## config.mk

```make
export PLATFORM = sky130hd
export DESIGN_NAME = muldiv_sequencer
export DESIGN_NICKNAME = d
export VERILOG_FILES = /design/src/rtl/muldiv_sequencer.sv
export SDC_FILE = /design/constraint.sdc
export NUM_CORES = 1
export LEC_CHECK = 0
export ABC_AREA = 1
export BUFFER_PORTS_ARGS = -buffer_cell sky130_fd_sc_hd__buf_4
export CORE_MARGIN = 4
export CORE_UTILIZATION = 25
export DETAILED_ROUTE_END_ITERATION = 6
export PLACE_DENSITY = 0.55
export SLEW_MARGIN = 20
export SYNTH_ARGS = -nofsm -noshare
export SYNTH_HDL_FRONTEND = slang
export SYNTH_SLANG_ARGS = --single-unit
```

## constraint.sdc

```tcl
create_clock -name clock -period 1.92 [get_ports clock]
set_clock_uncertainty 0.15 [all_clocks]
set_input_delay 0.384 -clock clock [delete_from_list [all_inputs] [get_ports clock]]
set_output_delay 0.384 -clock clock [all_outputs]
set_load 0.01 [all_outputs]
```

## src/rtl/muldiv_sequencer.sv

```systemverilog
// Starts the multiplier or divisor, waits for the selected done flag under a watchdog,
// then loads HI/LO and reports done / div_zero / timeout as single-cycle Moore pulses.
module muldiv_sequencer #(
  parameter int TIMEOUT = 40,
  parameter int CNT_W   = 6
) (
  input  logic             clock,
  input  logic             reset,
  input  logic             req,
  input  logic             op,
  input  logic             mult_fim,
  input  logic             div_fim,
  input  logic             DividedByZero,
  output logic             mult_start,
  output logic             div_start,
  output logic             HISelector,
  output logic             LOSelector,
  output logic             RegHIWrite,
  output logic             RegLOWrite,
  output logic             busy,
  output logic             done,
  output logic             div_zero,
  output logic             timeout,
  output logic [CNT_W-1:0] cycles
);

  typedef enum logic [2:0] {
    S_IDLE  = 3'd0,
    S_START = 3'd1,
    S_WAIT  = 3'd2,
    S_WRITE = 3'd3,
    S_DONE  = 3'd4,
    S_EXC   = 3'd5,
    S_ABORT = 3'd6
  } state_t;

  state_t           r_state;
  state_t           w_next;
  logic             r_op;
  logic [CNT_W-1:0] r_cnt;
  logic [CNT_W-1:0] r_cycles;
  logic             w_sel_fim;
  logic             w_zero_div;
  logic             w_cnt_last;

  assign w_sel_fim  = r_op ? div_fim : mult_fim;
  assign w_zero_div = r_op & DividedByZero;
  assign w_cnt_last = (r_cnt == CNT_W'(TIMEOUT - 1));
  assign cycles     = r_cycles;

  always_ff @(posedge clock or posedge reset) begin
    if (reset) begin
      r_state <= S_IDLE;
    end else begin
      r_state <= w_next;
    end
  end

  // WAIT priority: divide-by-zero, then completion, then watchdog expiry.
  always_ff @(posedge clock or posedge reset) begin
    if (reset) begin
      r_op     <= 1'b0;
      r_cnt    <= '0;
      r_cycles <= '0;
    end else begin
      case (r_state)
        S_IDLE: begin
          if (req) r_op <= op;
        end
        S_START: begin
          r_cnt <= '0;
        end
        S_WAIT: begin
          if (!w_zero_div) begin
            if (w_sel_fim) begin
              r_cycles <= r_cnt + CNT_W'(1);
            end else if (!w_cnt_last) begin
              r_cnt <= r_cnt + CNT_W'(1);
            end
          end
        end
        default: ;
      endcase
    end
  end

  always_comb begin
    w_next     = r_state;
    mult_start = 1'b0;
    div_start  = 1'b0;
    RegHIWrite = 1'b0;
    RegLOWrite = 1'b0;
    done       = 1'b0;
    div_zero   = 1'b0;
    timeout    = 1'b0;
    busy       = (r_state != S_IDLE);
    HISelector = (r_state != S_IDLE) & r_op;
    LOSelector = (r_state != S_IDLE) & r_op;
    case (r_state)
      S_IDLE: begin
        if (req) w_next = S_START;
      end
      S_START: begin
        mult_start = ~r_op;
        div_start  = r_op;
        w_next     = S_WAIT;
      end
      S_WAIT: begin
        if (w_zero_div)      w_next = S_EXC;
        else if (w_sel_fim)  w_next = S_WRITE;
        else if (w_cnt_last) w_next = S_ABORT;
      end
      S_WRITE: begin
        RegHIWrite = 1'b1;
        RegLOWrite = 1'b1;
        w_next     = S_DONE;
      end
      S_DONE: begin
        done   = 1'b1;
        w_next = S_IDLE;
      end
      S_EXC: begin
        div_zero = 1'b1;
        w_next   = S_IDLE;
      end
      S_ABORT: begin
        timeout = 1'b1;
        w_next  = S_IDLE;
      end
      default: w_next = S_IDLE;
    endcase
  end

endmodule

```

# After elaboration in Yosys (flattened, before gate mapping)
# Cells that the tools add are included.
# W data, S select, Z words.
# totals
ff_bits	16
input_bits	7
# op_classes
n_addsub	1
n_eq_ne	12
mux	16
bitwise_logic	4
n_reduce_logical	7
# ops
op	count
$mux W6	3
$mux W3	4
$pmux W3 S4	1
$pmux W6 S2	1
$eq A3 B3 Y1 const B	3
$ne A2 B2 Y1 const B	4
$mux W1	7
$add A6 B1 Y6 const B	1
$eq A3 B2 Y1 const B	2
$eq A6 B6 Y1 const B	1
$ne A4 B4 Y1 const B	1
$reduce_and A2 Y1	2
$reduce_and A4 Y1	1
$eq A3 B1 Y1 const B	1
$logic_not A3 Y1	1
$reduce_and A3 Y1	1
$reduce_bool A3 Y1	1
$and A1 B1 Y1	2
$not A1 Y1	2
$reduce_bool A2 Y1	1

# Longest topological paths before layout
# depth
word_depth	5
ltp_mapped	8
mapped_depth_nobuf	8

# Least setup slack after synthesis
# No wires, ideal clock.
# synth_timing
kind	flip-flop to output port
from	register r_state[0]
to	output port LOSelector
arrival_time_ns	1.102
slack_ns	0.284
stages_incl_launch_ff	6
path_cell_list	dfrtp_1 > inv_2 > nand3_1 > inv_1 > nor2_1 > buf_4
# synth_between
elab_chain_cells	2
# synth_rtl
item	line_no	rtl
start, declared	37	state_t r_state;
start signal, assigned	55	r_state <= w_next;
$reduce_bool A3 Y1	-	
named net busy	20	output logic busy,
$and A1 B1 Y1	98	LOSelector = (r_state != S_IDLE) & r_op;
end, declared	17	output logic LOSelector,
# The timed path passes the listed nets, and every way through them passes these cells.

# Worst setup path in the final report
# layout_timing
from	register r_state[1]
to	output port mult_start
# layout_between
elab_chain_cells	2
# layout_rtl
item	line_no	rtl
$eq A3 B1 Y1	99	case (r_state)
$mux W1	99	
end, declared	14	output logic mult_start,
# Every way passes these cells.

==> summary.md <==
| Metric | Value |
|---|---|
| Status | `finished clean` |
| R2r worst-path depth | `7` |
| Syn Inst Count | `121` |
| DRC viols | `0` |
| Final net count | `152` |
| Synth Flop Type | `dfrtp_1` |
| GRT Residual Overflow | `0` |
| Hold_buf cts | `0` |
| GPL Wtd Cong | `0.802` |
| Reg2reg setup slack | `0.37 ns` |
| CTS buffer count | `3` |
| Htree depth | `1` |
| Fin area | `1160 µm²` |
| Highest Clock Rate | `557 MHz` |
| R2r startpoint | `r_cnt[0]` |
| Clk sinks | `16` |
| Distinct cells, synth | `21` |
| Leading area contributor after synthesis | `dfrtp_1` |
| Final WL | `1950 µm` |
| Slew @ Worst Pin | `0.624 ns` |
| Post-Syn Area per Cell | `7.61 µm²` |
| CP Capture Type | `output port` |
| WL/cell | `10.4 µm` |
| Final period util | `93.4%` |
| Clock root cell | `clkbuf_8` |
| Fin Setup TNS | `0 ns` |
| First-pass GRT wire length | `3260 µm` |
| Initial antenna violation count | `0` |
| PD cells | `1350 nW/µm²` |
| Most frequent cell after synthesis | `nand2_1` |
| Post-CTS sizing | `0` |
| Share of post-route cells with drive strength above 1 | `30.3%` |
| Core Area | `3440 µm²` |
| P_leak | `0.592 nW` |
| Commonest cells post-synth | `nand2_1, dfrtp_1, nor2_1` |
| Synth top area share | `43.5%` |
| Overall Global Routing Usage | `9.23%` |
| Reg clk slew, reported paths | `0.06 ns` |
| Total of max-cap violations | `0` |
| R2r endpoint | `r_cnt[0]` |
| Total power | `1.57 mW` |
| Die width | `68.7 µm` |
| Count of pins over their slew limit | `0` |
| # fillers | `369` |
| Peak VDD IR | `0.421 mV` |
| Starting Density | `26.8%` |
| Die H | `68.7 µm` |
| YS warnings | `0` |
| Detail Route Antenna Nets | `0` |
| Area growth syn-to-layout | `25.7%` |
| Worst relative slew slack | `58.4%` |
| WP data required | `1.39 ns` |
| I/O pin cnt | `23` |
| Die area | `4720 µm²` |
| IO Port Bufs | `22` |
| Arr. time, crit path | `1.26 ns` |
| Post-synth EDFFs | `0` |
| Routed vias | `819` |
| Vias in the first global route | `772` |
| Post-Syn Area | `921 µm²` |
| Unrepaired setup endpoints after global routing | `false` |
| Flops & latches, synth | `16` |
| Postcts setup bufs | `0` |
| Area contributors post-synth | `dfrtp_1, nand2_1, o21ai_2` |
| Startpoint types | `register` |
| WS Path Type | `register to output port` |
| Clock buffer depth | `2` |
| TritonCTS clock tree | `done` |
| Number of DRC markers in iteration 0 | `35` |
| Antenna cells | `0` |
| Final hold vios | `0` |
| Sequential area share after synthesis | `43.5%` |
| Min Hold Slack | `0.0629 ns` |
| Drt via density | `4.36` |
| Min-delay worst type | `input port to asynchronous set/reset pin` |
| Synthesized net count | `129` |
| DR pass1 iterations | `4` |
| Asr flop ratio synth | `100%` |
| Clk_lat worst skew | `0.25 ns` |
| Crit Path Max Fanout | `4` |
| Clock period minus worst slack | `1.79 ns` |
| Cell Area, Placed | `1110 µm²` |
| Largest net degree at the start of global routing | `17` |
| Hpwl dp | `1530 µm` |
| # rows | `21` |
| Setup violators final | `0` |
-- power breakdown --
group | switching [mW] | leakage [nW] | internal (mW)
combinational | 0.505 | 0.356 | 0.304
sequential | 0.0848 | 0.214 | 0.421
clock | 0.113 | 0.0216 | 0.139
-- cell type report --
cell class	instances	area [µm²]	share of cell area [%]
inverters	15	56.3	4.86
well taps	46	57.6	4.97
flip-flops and latches	16	402	34.7
multi-input cells	86	435	37.6
repair buffers	22	165	14.3
clock buffers	3	41.3	3.57
-- worst max path at each step --
stage	from	endpoint	slack [ns]	depth (start not counted)
after CTS	r_state[0]	HISelector	0.09	5
after global routing	r_state[1]	div_start	0.02	4
final	r_state[1]	mult_start	0.13	4
after floorplan	r_state[0]	LOSelector	0.28	5
after detailed placement	DividedByZero	cycles[2]	0.36	7
after global placement	r_cnt[0]	r_cnt[5]	0.39	7
-- cells by family (layout without fill, tap and decap cells) --
logic type | after synthesis | after routing | synth area share, %
AND/OR/NAND/NOR | 72 | 72 | 34.9
adder cells (fa/ha/maj) | 1 | 1 | 1.36
flip-flops | 16 | 16 | 43.5
AO/OA/AOI/OAI | 12 | 12 | 9.51
XOR/XNOR | 1 | 1 | 0.951
buffers and inverters | 19 | 40 | 9.78
-- registers in the layout, indices dropped and copies added, names as in the netlist --
name     flops
cycles       6
r_state      3
r_op         1
r_cnt        6
-- cell usage in the layout, fill, tap and decap left out, drive strengths merged --
cell and count:
nor3 3, dfrtp 16, a21oi 2, ha 1, nand3 12, o22ai 1
xnor2 1, inv 15, clkbuf 3, nand4 1, o21ai 9, buf 22
nor2 18, nand2 38
-- stage by stage --
step,std cells,utilization (%),setup WS (ns)
after floorplan,121,-,0.284
after global placement,185,32.2,0.387
after detailed placement,185,32.2,0.364
after CTS,188,33.4,0.0907
after global routing,188,33.6,0.0152
final,188,33.6,0.126
-- worst max-delay path, cell delays in order, from the launching register on --
cell,delay [ns]
dfrtp_1,0.41
inv_1,0.12
nand3_1,0.20
nor2_1,0.14
buf_4,0.13
-- per-layer routing --
metal	vias to the layer above	track usage [%]	routed length, µm	part of all wire [%]
li1	424	-	-	-
met1	376	12.0	917	47
met2	15	14.2	897	46
met3	4	1.94	85	4.4
met4	0	5.11	51	2.6
met5	-	0	0	0
Power figures use the tool's default switching activity.
